===== config.mk =====
export PLATFORM = sky130hd
export DESIGN_NAME = op_ctrl_mc
export DESIGN_NICKNAME = d
export VERILOG_FILES = /design/src/rtl/op_ctrl_mc.sv
export SDC_FILE = /design/constraint.sdc
export NUM_CORES = 1
export LEC_CHECK = 0
export CAP_MARGIN = 20
export CORE_MARGIN = 8
export CORE_UTILIZATION = 52
export CTS_CLUSTER_SIZE = 8
export DETAILED_ROUTE_END_ITERATION = 10
export DONT_BUFFER_PORTS = 1
export GPL_TIMING_DRIVEN = 0
export PLACE_DENSITY_LB_ADDON = 0.2
export SLEW_MARGIN = 20
export SYNTH_ARGS = -nofsm -noshare
export SYNTH_HDL_FRONTEND = slang
export SYNTH_SLANG_ARGS = --single-unit

===== constraint.sdc =====
create_clock -name ACLK -period 6.43 [get_ports ACLK]
set_input_delay 0.9645 -clock ACLK [delete_from_list [all_inputs] [get_ports ACLK]]
set_output_delay 0.9645 -clock ACLK [all_outputs]
set_load 0.01 [all_outputs]

===== src/rtl/op_ctrl_mc.sv =====
// op_ctrl_mc: multi-channel add/subtract controller.
// Round-robin arbitration over per-channel start bits, operand capture at grant,
// EXEC_CYCLES of execute, then a one-cycle write-back strobe tagged with the
// channel index together with a one-hot start-bit clear back to the register bank.
module op_ctrl_mc #(
    parameter int  NCH         = 4,
    parameter int  DW          = 32,
    parameter int  EXEC_CYCLES = 1,
    localparam int CW          = $clog2(NCH)
) (
    input  logic              ACLK,
    input  logic              ARST,
    input  logic [NCH-1:0]    i_start,
    input  logic [NCH*DW-1:0] i_op_a,
    input  logic [NCH*DW-1:0] i_op_b,
    input  logic [NCH-1:0]    i_mode,
    output logic [NCH-1:0]    o_busy,
    output logic              o_any_busy,
    output logic [DW-1:0]     o_result,
    output logic              o_carry,
    output logic              o_ovf,
    output logic              o_wr_en,
    output logic [CW-1:0]     o_wr_ch,
    output logic [NCH-1:0]    o_rst_start
);

    localparam int CNTW = (EXEC_CYCLES > 1) ? $clog2(EXEC_CYCLES) : 1;

    typedef enum logic [1:0] {IDLE, EXEC, WRITE} state_t;

    state_t          r_state, w_state_nxt;
    logic [CW-1:0]   r_ptr, r_ch;
    logic [DW-1:0]   r_a, r_b;
    logic            r_mode;
    logic [CNTW-1:0] r_cnt;
    logic [NCH-1:0]  r_busy, r_rst_start;
    logic            r_any_busy, r_wr_en, r_carry, r_ovf;
    logic [DW-1:0]   r_result;
    logic [CW-1:0]   r_wr_ch;

    logic            w_gnt_vld;
    logic [CW-1:0]   w_gnt_ch;
    logic [NCH-1:0]  w_gnt_oh;
    logic [CW-1:0]   w_ptr_nxt;
    logic [DW-1:0]   w_b_eff;
    logic [DW:0]     w_sum;
    logic            w_ovf;

    // Round-robin pick: scan downward so the smallest offset from r_ptr wins.
    always_comb begin
        w_gnt_vld = 1'b0;
        w_gnt_ch  = '0;
        for (int i = NCH - 1; i >= 0; i--) begin
            if (i_start[(int'(r_ptr) + i) % NCH]) begin
                w_gnt_vld = 1'b1;
                w_gnt_ch  = CW'((int'(r_ptr) + i) % NCH);
            end
        end
    end

    assign w_gnt_oh  = NCH'(1) << w_gnt_ch;
    assign w_ptr_nxt = (r_ch == CW'(NCH - 1)) ? '0 : r_ch + 1'b1;

    // Subtract is A + ~B + 1, so carry-out means "no borrow".
    assign w_b_eff = r_mode ? ~r_b : r_b;
    assign w_sum   = {1'b0, r_a} + {1'b0, w_b_eff} + {{DW{1'b0}}, r_mode};
    assign w_ovf   = (r_a[DW-1] == w_b_eff[DW-1]) && (w_sum[DW-1] != r_a[DW-1]);

    // State register.
    always_ff @(posedge ACLK) begin
        if (ARST) r_state <= IDLE;
        else      r_state <= w_state_nxt;
    end

    // Next-state decode: IDLE -> EXEC on grant, EXEC -> WRITE on last cycle, WRITE lasts one cycle.
    always_comb begin
        w_state_nxt = r_state;
        case (r_state)
            IDLE:    if (w_gnt_vld) w_state_nxt = EXEC;
            EXEC:    if (r_cnt == '0) w_state_nxt = WRITE;
            WRITE:   w_state_nxt = IDLE;
            default: w_state_nxt = IDLE;
        endcase
    end

    // Operand capture, execute countdown and registered outputs; reset drops any in-flight op.
    always_ff @(posedge ACLK) begin
        if (ARST) begin
            r_ptr       <= '0;
            r_ch        <= '0;
            r_a         <= '0;
            r_b         <= '0;
            r_mode      <= 1'b0;
            r_cnt       <= '0;
            r_busy      <= '0;
            r_any_busy  <= 1'b0;
            r_result    <= '0;
            r_carry     <= 1'b0;
            r_ovf       <= 1'b0;
            r_wr_en     <= 1'b0;
            r_wr_ch     <= '0;
            r_rst_start <= '0;
        end else begin
            case (r_state)
                IDLE: begin
                    r_wr_en     <= 1'b0;
                    r_rst_start <= '0;
                    if (w_gnt_vld) begin
                        r_ch       <= w_gnt_ch;
                        r_a        <= i_op_a[int'(w_gnt_ch)*DW +: DW];
                        r_b        <= i_op_b[int'(w_gnt_ch)*DW +: DW];
                        r_mode     <= i_mode[w_gnt_ch];
                        r_cnt      <= CNTW'(EXEC_CYCLES - 1);
                        r_busy     <= w_gnt_oh;
                        r_any_busy <= 1'b1;
                    end
                end
                EXEC: begin
                    if (r_cnt == '0) begin
                        r_result    <= w_sum[DW-1:0];
                        r_carry     <= w_sum[DW];
                        r_ovf       <= w_ovf;
                        r_wr_en     <= 1'b1;
                        r_wr_ch     <= r_ch;
                        r_rst_start <= r_busy;
                    end else begin
                        r_cnt <= r_cnt - 1'b1;
                    end
                end
                WRITE: begin
                    r_wr_en     <= 1'b0;
                    r_rst_start <= '0;
                    r_busy      <= '0;
                    r_any_busy  <= 1'b0;
                    r_ptr       <= w_ptr_nxt;
                end
                default: ;
            endcase
        end
    end

    assign o_busy      = r_busy;
    assign o_any_busy  = r_any_busy;
    assign o_result    = r_result;
    assign o_carry     = r_carry;
    assign o_ovf       = r_ovf;
    assign o_wr_en     = r_wr_en;
    assign o_wr_ch     = r_wr_ch;
    assign o_rst_start = r_rst_start;

endmodule


==> results of run 1 <==
==> cell type report <==
cell class	count	area [µm²]
Multi-Input combinational cell	851	5230
Tap cell	188	235
Clock inverter	10	153
Sequential cell	117	2340
Inverter	10	37.5
Buffer	90	360
Fill cell	1420	6260
Antenna cell	2	5.00
Clock buffer	22	464
==> cells in the mapped netlist (7+ instances only) <==
cell / instances / area (µm²)
a21oi_1: 120 / 601
and2_1: 50 / 313
and2_0: 17 / 106
a311oi_1: 65 / 569
xnor2_1: 15 / 131
a211oi_1: 69 / 518
nand2_1: 199 / 747
mux2i_1: 10 / 100
inv_1: 9 / 33.8
clkbuf_1: 62 / 233
o21a_1: 7 / 52.6
ha_1: 32 / 400
o21ai_0: 16 / 80.1
buf_2: 15 / 75.1
a21o_1: 14 / 105
nor3_1: 11 / 55.1
nor2_1: 96 / 360
xor2_1: 37 / 324
dfxtp_1: 117 / 2340
buf_1: 12 / 45.0
==> state kept, by name (all words and copies together), names as in the netlist <==
name / count
o_busy: 4
o_ovf: 1
o_carry: 1
o_result: 32
r_state: 2
r_mode: 1
r_ch: 2
o_wr_ch: 2
r_ptr: 2
o_any_busy: 1
r_b: 32
r_a: 32
o_wr_en: 1
o_rst_start: 4
==> layer usage <==
layer / track usage, % / vias up / wire length, µm
met5: 0 / - / 0
met2: 48.2 / 411 / 14100
met4: 11.4 / 0 / 768
met3: 9.06 / 59 / 2690
met1: 35.3 / 3795 / 12500
li1: - / 3897 / -
==> worst min-delay path: cells and delay by family, from the launching register on <==
kind             cells  cell delay, ns
AO/OA/AOI/OAI        1            0.06
flip-flops           1            0.33
AND/OR/NAND/NOR      1            0.07
==> stage by stage <==
stage          power (mW)  instance area (µm²)  cells  hold WS, ns
5_1_grt              2.89                 8830   1289        0.520
2_1_floorplan        1.52                 7970   1068        0.449
3_5_place_dp         1.75                 8210   1256        0.484
6_report             2.75                 8830   1290        0.497
3_3_place_gp         1.74                 8210   1256        0.479
4_1_cts              2.74                 8830   1288        0.498
==> cell usage in the layout (no fill, tap or decap), types with 9 or more instances in the layout <==
master / Yosys / layout
nor3_1: 11 / 11
inv_1: 9 / 9
a21o_1: 14 / 14
clkbuf_1: 62 / 65
o21ai_0: 16 / 16
and2_0: 17 / 17
nand2_1: 199 / 199
xor2_1: 37 / 37
nor2_1: 96 / 96
clkbuf_16: 0 / 17
mux2i_1: 10 / 10
dfxtp_1: 117 / 117
ha_1: 32 / 32
buf_1: 12 / 12
xnor2_1: 15 / 15
a211oi_1: 69 / 69
buf_2: 15 / 15
a311oi_1: 65 / 65
and2_1: 50 / 50
a21oi_1: 120 / 120
==> power breakdown <==
part           switching (mW)  internal (mW)
Sequential             0.0802          0.811
Clock                   0.330          0.664
Combinational           0.547          0.314
==> worst min-delay path by stage <==
stage                             to  cells after the start  slack, ns
final                        r_a[19]                      2       0.50
after CTS                    r_a[12]                      2       0.50
after floorplan           o_wr_ch[1]                      2       0.45
after global placement       r_a[12]                      2       0.48
after detailed placement     r_a[10]                      2       0.48
after global routing         r_a[13]                      2       0.52
==> cells by family after synthesis <==
group	Yosys count	synth area share, %
compound gates	343	30.0
xor+xnor	52	5.71
fa+ha+maj	33	5.27
buf+inv	100	4.99
flops	117	29.4
mux	10	1.26
simple gates	413	23.4
==> metrics.md, run 1 <==
| Metric | Value |
|---|---|
| Status | completed |
| GRT Total Usage | 29.4% |
| Period utilisation layout | 56.4% |
| R2R Setup Slk | 2.81 ns |
| Layout Utilization | 58.5% |
| Yosys synthesis warning count | 0 |
| Final setup vio count | 0 |
| Maxcap violations | 0 |
| Final hold violations | 0 |
| Delay-heaviest family, CP | compound AO/OA/AOI/OAI gates |
| Worst path required time | 6.70 ns |
| Fin. max-slew vios | 0 |
| Ports | 312 |
| Worst Setup Start Kind | flip-flop |
| Worst setup path end | o_carry |
| Mapped Cells | 1068 |
| Chip width | 140 µm |
| Via density | 6.33 |
| Critical setup path kind | reg2reg |
| Slowest cell delay on critical path | 0.50 ns |
| Die Span Y | 140 µm |
| DR DRC count | 0 |
| Initial Utilization | 52.8% |
| Reg-to-Reg End | o_carry |
| Die area | 19600 µm² |
| FF-to-FF path depth | 12 |
| Synth cell types | 63 |
| Data arrival, critical path | 3.90 ns |
| Routed vias | 8162 |
| Seq/Total Area, Yosys | 29.4% |
| TritonCTS clock tree | built |
| Post_cts resized | 0 |
| Max Root-Sink Buffers | 2 |
| Antenna violations before repair | 2 |
| Routability Congestion | 0.956 |
| DP Wirelength | 24.6 mm |
| Row cnt | 45 |
| Cell Pwr Density | 311 nW/µm² |
| Clk pin slew, worst setup/hold paths | 0.06 ns |
| Critical path buffer and inverter count | 2 |
| Post-Syn Area per Cell | 7.47 µm² |
| Iter 0 DRT Violations | 751 |
| Minimum clock period after layout | 3.62 ns |
| Clock latency on the worst-skew pair | 0.42 ns |
| First-pass iteration count of the detailed router | 5 |
| Crit Path Max Fanout | 10 |
| Dominant synthesized flop cell | dfxtp_1 |
| RSZ-0062 raised after global routing | no |
| HP Start | r_a[19] |
| Share of cells above drive strength 1 | 5.27% |
| Actual slew at the worst max-slew pin | 1.02 ns |
| PnR worst setup slack | 2.81 ns |
| Synth Cell Area | 7970 µm² |
| Post-synth EDFFs | 0 |
| FF-to-FF Start | r_mode |
| Hold Path Class | reg2reg |
| Rel. slew slack | 31.9% |
| Area Overhead vs Synth | 10.7% |
| Vias in the first global route | 7903 |
| Synthesized Nets | 1367 |
| Setup crit start | r_mode |
| Routed wire per std cell | 23.3 µm |
| Critical Path, Cell by Cell | buf_2 -> buf_1 -> xor2_1 -> ha_1 -> nor2b_1 -> o311ai_1 -> and3_1 -> o211ai_2 -> a21oi_2 -> o2bb2ai_1 -> o2111ai_1 -> a211oi_1 |
| Worst VDD drop | 0.217 mV |
| Crit-path slowest cell | buf_1 |
| Placeable Area | 15100 µm² |
| H-tree Lvls | 4 |
| Num Clock Sinks | 117 |
| Fmax | 276 MHz |
| Leakage | 3.55 nW |
| CTS buffer count | 17 |
| Setup TNS | 0 ns |
| First-pass GRT wire length | 45.2 mm |
| Global route overflow | 0 |
| Register bit total from synthesis | 117 |
| Final #Nets | 1386 |
| DRT antenna net count | 0 |
| IO buf count | 0 |
| Crit end category | flip-flop |
| Fraction of registers with async set or reset after synthesis | 0% |
| Max Clock Skew | 0.00742 ns |
| Post-CTS Setup Inserts | 0 |
| Root Buffer | clkbuf_16 |
| Hold_buf cts | 0 |
| Wirelength, routed | 30.0 mm |
| Largest net degree at the start of global routing | 17 |
| Crit. path cell count | 12 |
| Dpl ws | 2.89 ns |
Note: power is estimated with default switching activity, not from simulation.
==> run 2, diff against run 1 <==
- clock period: 6.43 -> 3.73 ns (I/O delays scaled with it)
==> metrics.md, run 2 (same netlist as run 1, synthesis figures left out) <==
| Metric | Value |
|---|---|
| Post-Layout Cell Count | 1290 |
| Final #Nets | 1386 |
| First-pass GRT wire length | 45.2 mm |
| Largest net degree at the start of global routing | 17 |
| Max Clock Skew | 0.00714 ns |
| Initial Utilization | 52.8% |
| Crit Path Max Fanout | 10 |
| RSZ-0062 raised after global routing | no |
| DP Wirelength | 24.6 mm |
| Hold_buf cts | 0 |
| Crit end category | flip-flop |
| Clock latency on the worst-skew pair | 0.42 ns |
| Antenna violations before repair | 2 |
| Minimum clock period after layout | 3.41 ns |
| Dpl ws | 0.191 ns |
| Leakage | 3.55 nW |
| Fmax | 293 MHz |
| Root Buffer | clkbuf_16 |
| Worst path required time | 4.00 ns |
| Actual slew at the worst max-slew pin | 1.02 ns |
| Vias in the first global route | 7903 |
| Hold Path Class | in2reg |
| CTS buffer count | 17 |
| Placeable Area | 15100 µm² |
| Setup TNS | 0 ns |
| First-pass iteration count of the detailed router | 5 |
| Area Overhead vs Synth | 10.8% |
| Post_cts resized | 0 |
| Worst Setup Start Kind | flip-flop |
| Final hold violations | 0 |
| Row cnt | 45 |
| Worst VDD drop | 0.373 mV |
| Placed insts | 1256 |
| Routed wire per std cell | 23.3 µm |
| Period utilisation layout | 91.5% |
| Routed vias | 8156 |
| GRT Total Usage | 29.4% |
| Global route overflow | 0 |
| Die Span Y | 140 µm |
| Status | completed |
| Clk pin slew, worst setup/hold paths | 0.06 ns |
| TritonCTS clock tree | built |
| Maxcap violations | 0 |
| H-tree Lvls | 4 |
| Share of cells above drive strength 1 | 5.36% |
| PnR worst setup slack | 0.317 ns |
| Max Root-Sink Buffers | 2 |
| Chip width | 140 µm |
| Via density | 6.32 |
| Post-CTS Setup Inserts | 0 |
| Cell Pwr Density | 536 nW/µm² |
| Critical setup path kind | reg2reg |
| Rel. slew slack | 31.9% |
| Most frequent cells in the layout | 199 x nand2_1, 120 x a21oi_1, 117 x dfxtp_1 |
| IO buf count | 0 |
| Ports | 312 |
| Layout Utilization | 58.5% |
| DR DRC count | 0 |
| Wirelength, routed | 30.0 mm |
| Iter 0 DRT Violations | 755 |
| DRT antenna net count | 0 |
| Die area | 19600 µm² |
| Data arrival, critical path | 3.68 ns |
| Routability Congestion | 0.956 |
| Post-layout instance area | 8830 µm² |
| Final setup vio count | 0 |
| Most common cell after layout, fill and taps aside | nand2_1 |
| Placed instance area | 8210 µm² |
| Num Clock Sinks | 117 |
| Fin. max-slew vios | 0 |
-- run 2: routing by layer --
metal	wire length, µm	vias up	GRT usage (%)
li1	-	3898	-
met1	12400	3789	35.3
met2	14100	410	48.2
met3	2690	59	9.06
met4	768	0	11.4
met5	0	-	0
-- run 2: per-stage QoR --
step           hold WS, ns  total power [mW]
2_1_floorplan        0.449              2.62
5_1_grt              0.454              4.98
6_report             0.454              4.73
3_5_place_dp         0.484              3.01
3_3_place_gp         0.479              2.99
4_1_cts              0.438              4.73
-- run 2: worst max-delay path: stages (launching register included) --
cell and delay [ns]:
dfxtp_1 0.30, buf_2 0.17, clkbuf_2 0.30, xor2_1 0.23, ha_1 0.30, nor2b_1 0.18, o311ai_1 0.38, and3_1 0.34
o211ai_2 0.14, a21oi_2 0.39, o2bb2ai_1 0.20, o2111ai_1 0.24, a211oi_1 0.09
-- run 2: layout make-up --
| cell class | count | area (µm²) |
|---|---|---|
| Fill cell | 1419 | 6260 |
| Multi-Input combinational cell | 851 | 5230 |
| Sequential cell | 117 | 2340 |
| Clock buffer | 22 | 464 |
| Buffer | 90 | 362 |
| Tap cell | 188 | 235 |
| Clock inverter | 10 | 153 |
| Inverter | 10 | 37.5 |
| Antenna cell | 2 | 5.00 |
-- run 2: path summary, 6_finish.rpt --
check	from	endpoint	slack, ns	depth (start not counted)
max reg2reg	r_mode	o_carry	0.32	12
max	r_mode	o_carry	0.32	12
min	i_op_b[59]	r_b[27]	0.45	4
min reg2reg	r_a[19]	r_a[19]	0.50	2
-- run 2: power breakdown --
group	internal, mW	total, mW	switching, mW
logic	0.542	1.48	0.943
clock network	1.15	1.71	0.568
registers	1.40	1.54	0.138
==> run 3, diff against run 2 <==
- CORE_UTILIZATION: 52 -> 55
==> metrics.md, run 3 (same netlist as run 1, synthesis figures left out) <==
| Metric | Value |
|---|---|
| Status | completed |
| Post_cts resized | 0 |
| H-tree Lvls | 4 |
| Fillers | 1341 |
| Worst path required time | 4.00 ns |
| DR DRC count | 0 |
| Leakage | 3.58 nW |
| Minimum clock period after layout | 3.43 ns |
| Routed vias | 8284 |
| Worst VDD drop | 0.383 mV |
| CTS buffer count | 17 |
| Max Root-Sink Buffers | 2 |
| Die area | 18600 µm² |
| IO buf count | 0 |
| Post-CTS Setup Inserts | 0 |
| Row cnt | 44 |
| Wirelength, routed | 29.8 mm |
| Data arrival, critical path | 3.70 ns |
| Initial Utilization | 55.5% |
| Hold Path Class | in2reg |
| Fin. max-slew vios | 0 |
| Fmax | 291 MHz |
| Worst Setup Start Kind | flip-flop |
| Met1 Usage GRT | 37.9% |
| Vias in the first global route | 8049 |
| Max Clock Skew | 0.00650 ns |
| Global route overflow | 0 |
| Clock latency on the worst-skew pair | 0.43 ns |
| Most common cell after layout, fill and taps aside | nand2_1 |
| Placeable Area | 14400 µm² |
| First-pass GRT wire length | 44.4 mm |
| GRT Total Usage | 30.9% |
| Root Buffer | clkbuf_16 |
| Met2 Resource Use GR | 50.5% |
| Setup TNS | 0 ns |
| Hold_buf cts | 0 |
| Ports | 312 |
| Die Span Y | 136 µm |
| Crit end category | flip-flop |
| Via density | 6.45 |
| First-pass iteration count of the detailed router | 5 |
| Final #Nets | 1386 |
| Iter 0 DRT Violations | 888 |
| Area Overhead vs Synth | 11.6% |
| Layout Utilization | 61.9% |
| Most frequent cells in the layout | 199 x nand2_1, 120 x a21oi_1, 117 x dfxtp_1 |
| Critical setup path kind | reg2reg |
| Routability Congestion | 0.905 |
| Final setup vio count | 0 |
| Maxcap violations | 0 |
| Clk pin slew, worst setup/hold paths | 0.06 ns |
| Diodes inserted | 0 |
| Chip width | 136 µm |
| TritonCTS clock tree | built |
| DRT antenna net count | 0 |
| Largest net degree at the start of global routing | 17 |
| GRT met3 Usage | 8.02% |
| Routed wire per std cell | 23.2 µm |
| Share of cells above drive strength 1 | 5.55% |
| RSZ-0062 raised after global routing | no |
| Antenna violations before repair | 0 |
| Total power | 4.97 mW |
| Period utilisation layout | 92.0% |
| Post-Layout Cell Count | 1284 |
| Placed insts | 1252 |
| Actual slew at the worst max-slew pin | 1.04 ns |
| DP Wirelength | 24.1 mm |
| Cell Pwr Density | 558 nW/µm² |
| Grt peak-use layer | met2 |
| Rel. slew slack | 30.8% |
| Crit Path Max Fanout | 10 |
| Final hold violations | 0 |
| Num Clock Sinks | 117 |
run 3: changes by cell type in the layout (fill, tap and decap cells not counted), moves of 2 or more:
cell,change
clkbuf_1,-2
clkinv_4,+2
bufinv_16,+3
diode_2,-2
clkinv_2,-3
run 3: worst paths after layout:
check / startpoint / end / slack (ns) / cells after the start
worst min-delay path: i_op_b[55] / r_b[23] / 0.45 / 4
worst max register to register: r_mode / o_carry / 0.30 / 12
worst min register to register: o_result[25] / o_result[25] / 0.50 / 2
worst max-delay path: r_mode / o_carry / 0.30 / 12
run 3: critical path: stages (launching register included):
cell	delay (ns)
dfxtp_1	0.30
buf_2	0.17
clkbuf_2	0.30
xor2_1	0.26
ha_1	0.31
nor2b_1	0.18
o311ai_1	0.39
and3_1	0.33
o211ai_2	0.14
a21oi_2	0.35
o2bb2ai_1	0.20
o2111ai_1	0.24
a211oi_1	0.10
run 3: per-stage QoR:
step	hold slack [ns]	worst slack [ns]	instance area, µm²
2_1_floorplan	0.449	0.725	7970
3_3_place_gp	0.477	0.186	8200
3_5_place_dp	0.483	0.174	8200
4_1_cts	0.443	0.147	8900
5_1_grt	0.463	0.0773	8900
6_report	0.452	0.298	8900
run 3: layer usage:
layer / up-vias / share of wire [%]
li1: 3887 / -
met1: 3828 / 40
met2: 489 / 46
met3: 80 / 9.5
met4: 0 / 3.8
met5: - / 0
run 3: final cells by class:
| type | count | area (µm²) | share of cell area (%) |
|---|---|---|---|
| clock inverter | 13 | 253 | 2.84 |
| inverter | 10 | 37.5 | 0.422 |
| tap | 184 | 230 | 2.59 |
| multi-input combinational | 851 | 5230 | 58.8 |
| sequential | 117 | 2340 | 26.3 |
| clock buffer | 19 | 443 | 4.98 |
| buffer | 90 | 362 | 4.06 |
run 3: where the power goes:
group	internal (mW)	switching [mW]	leakage (nW)
Combinational	0.542	0.954	2.28
Sequential	1.40	0.136	0.961
Clock	1.34	0.600	0.333
Total	3.28	1.69	3.58
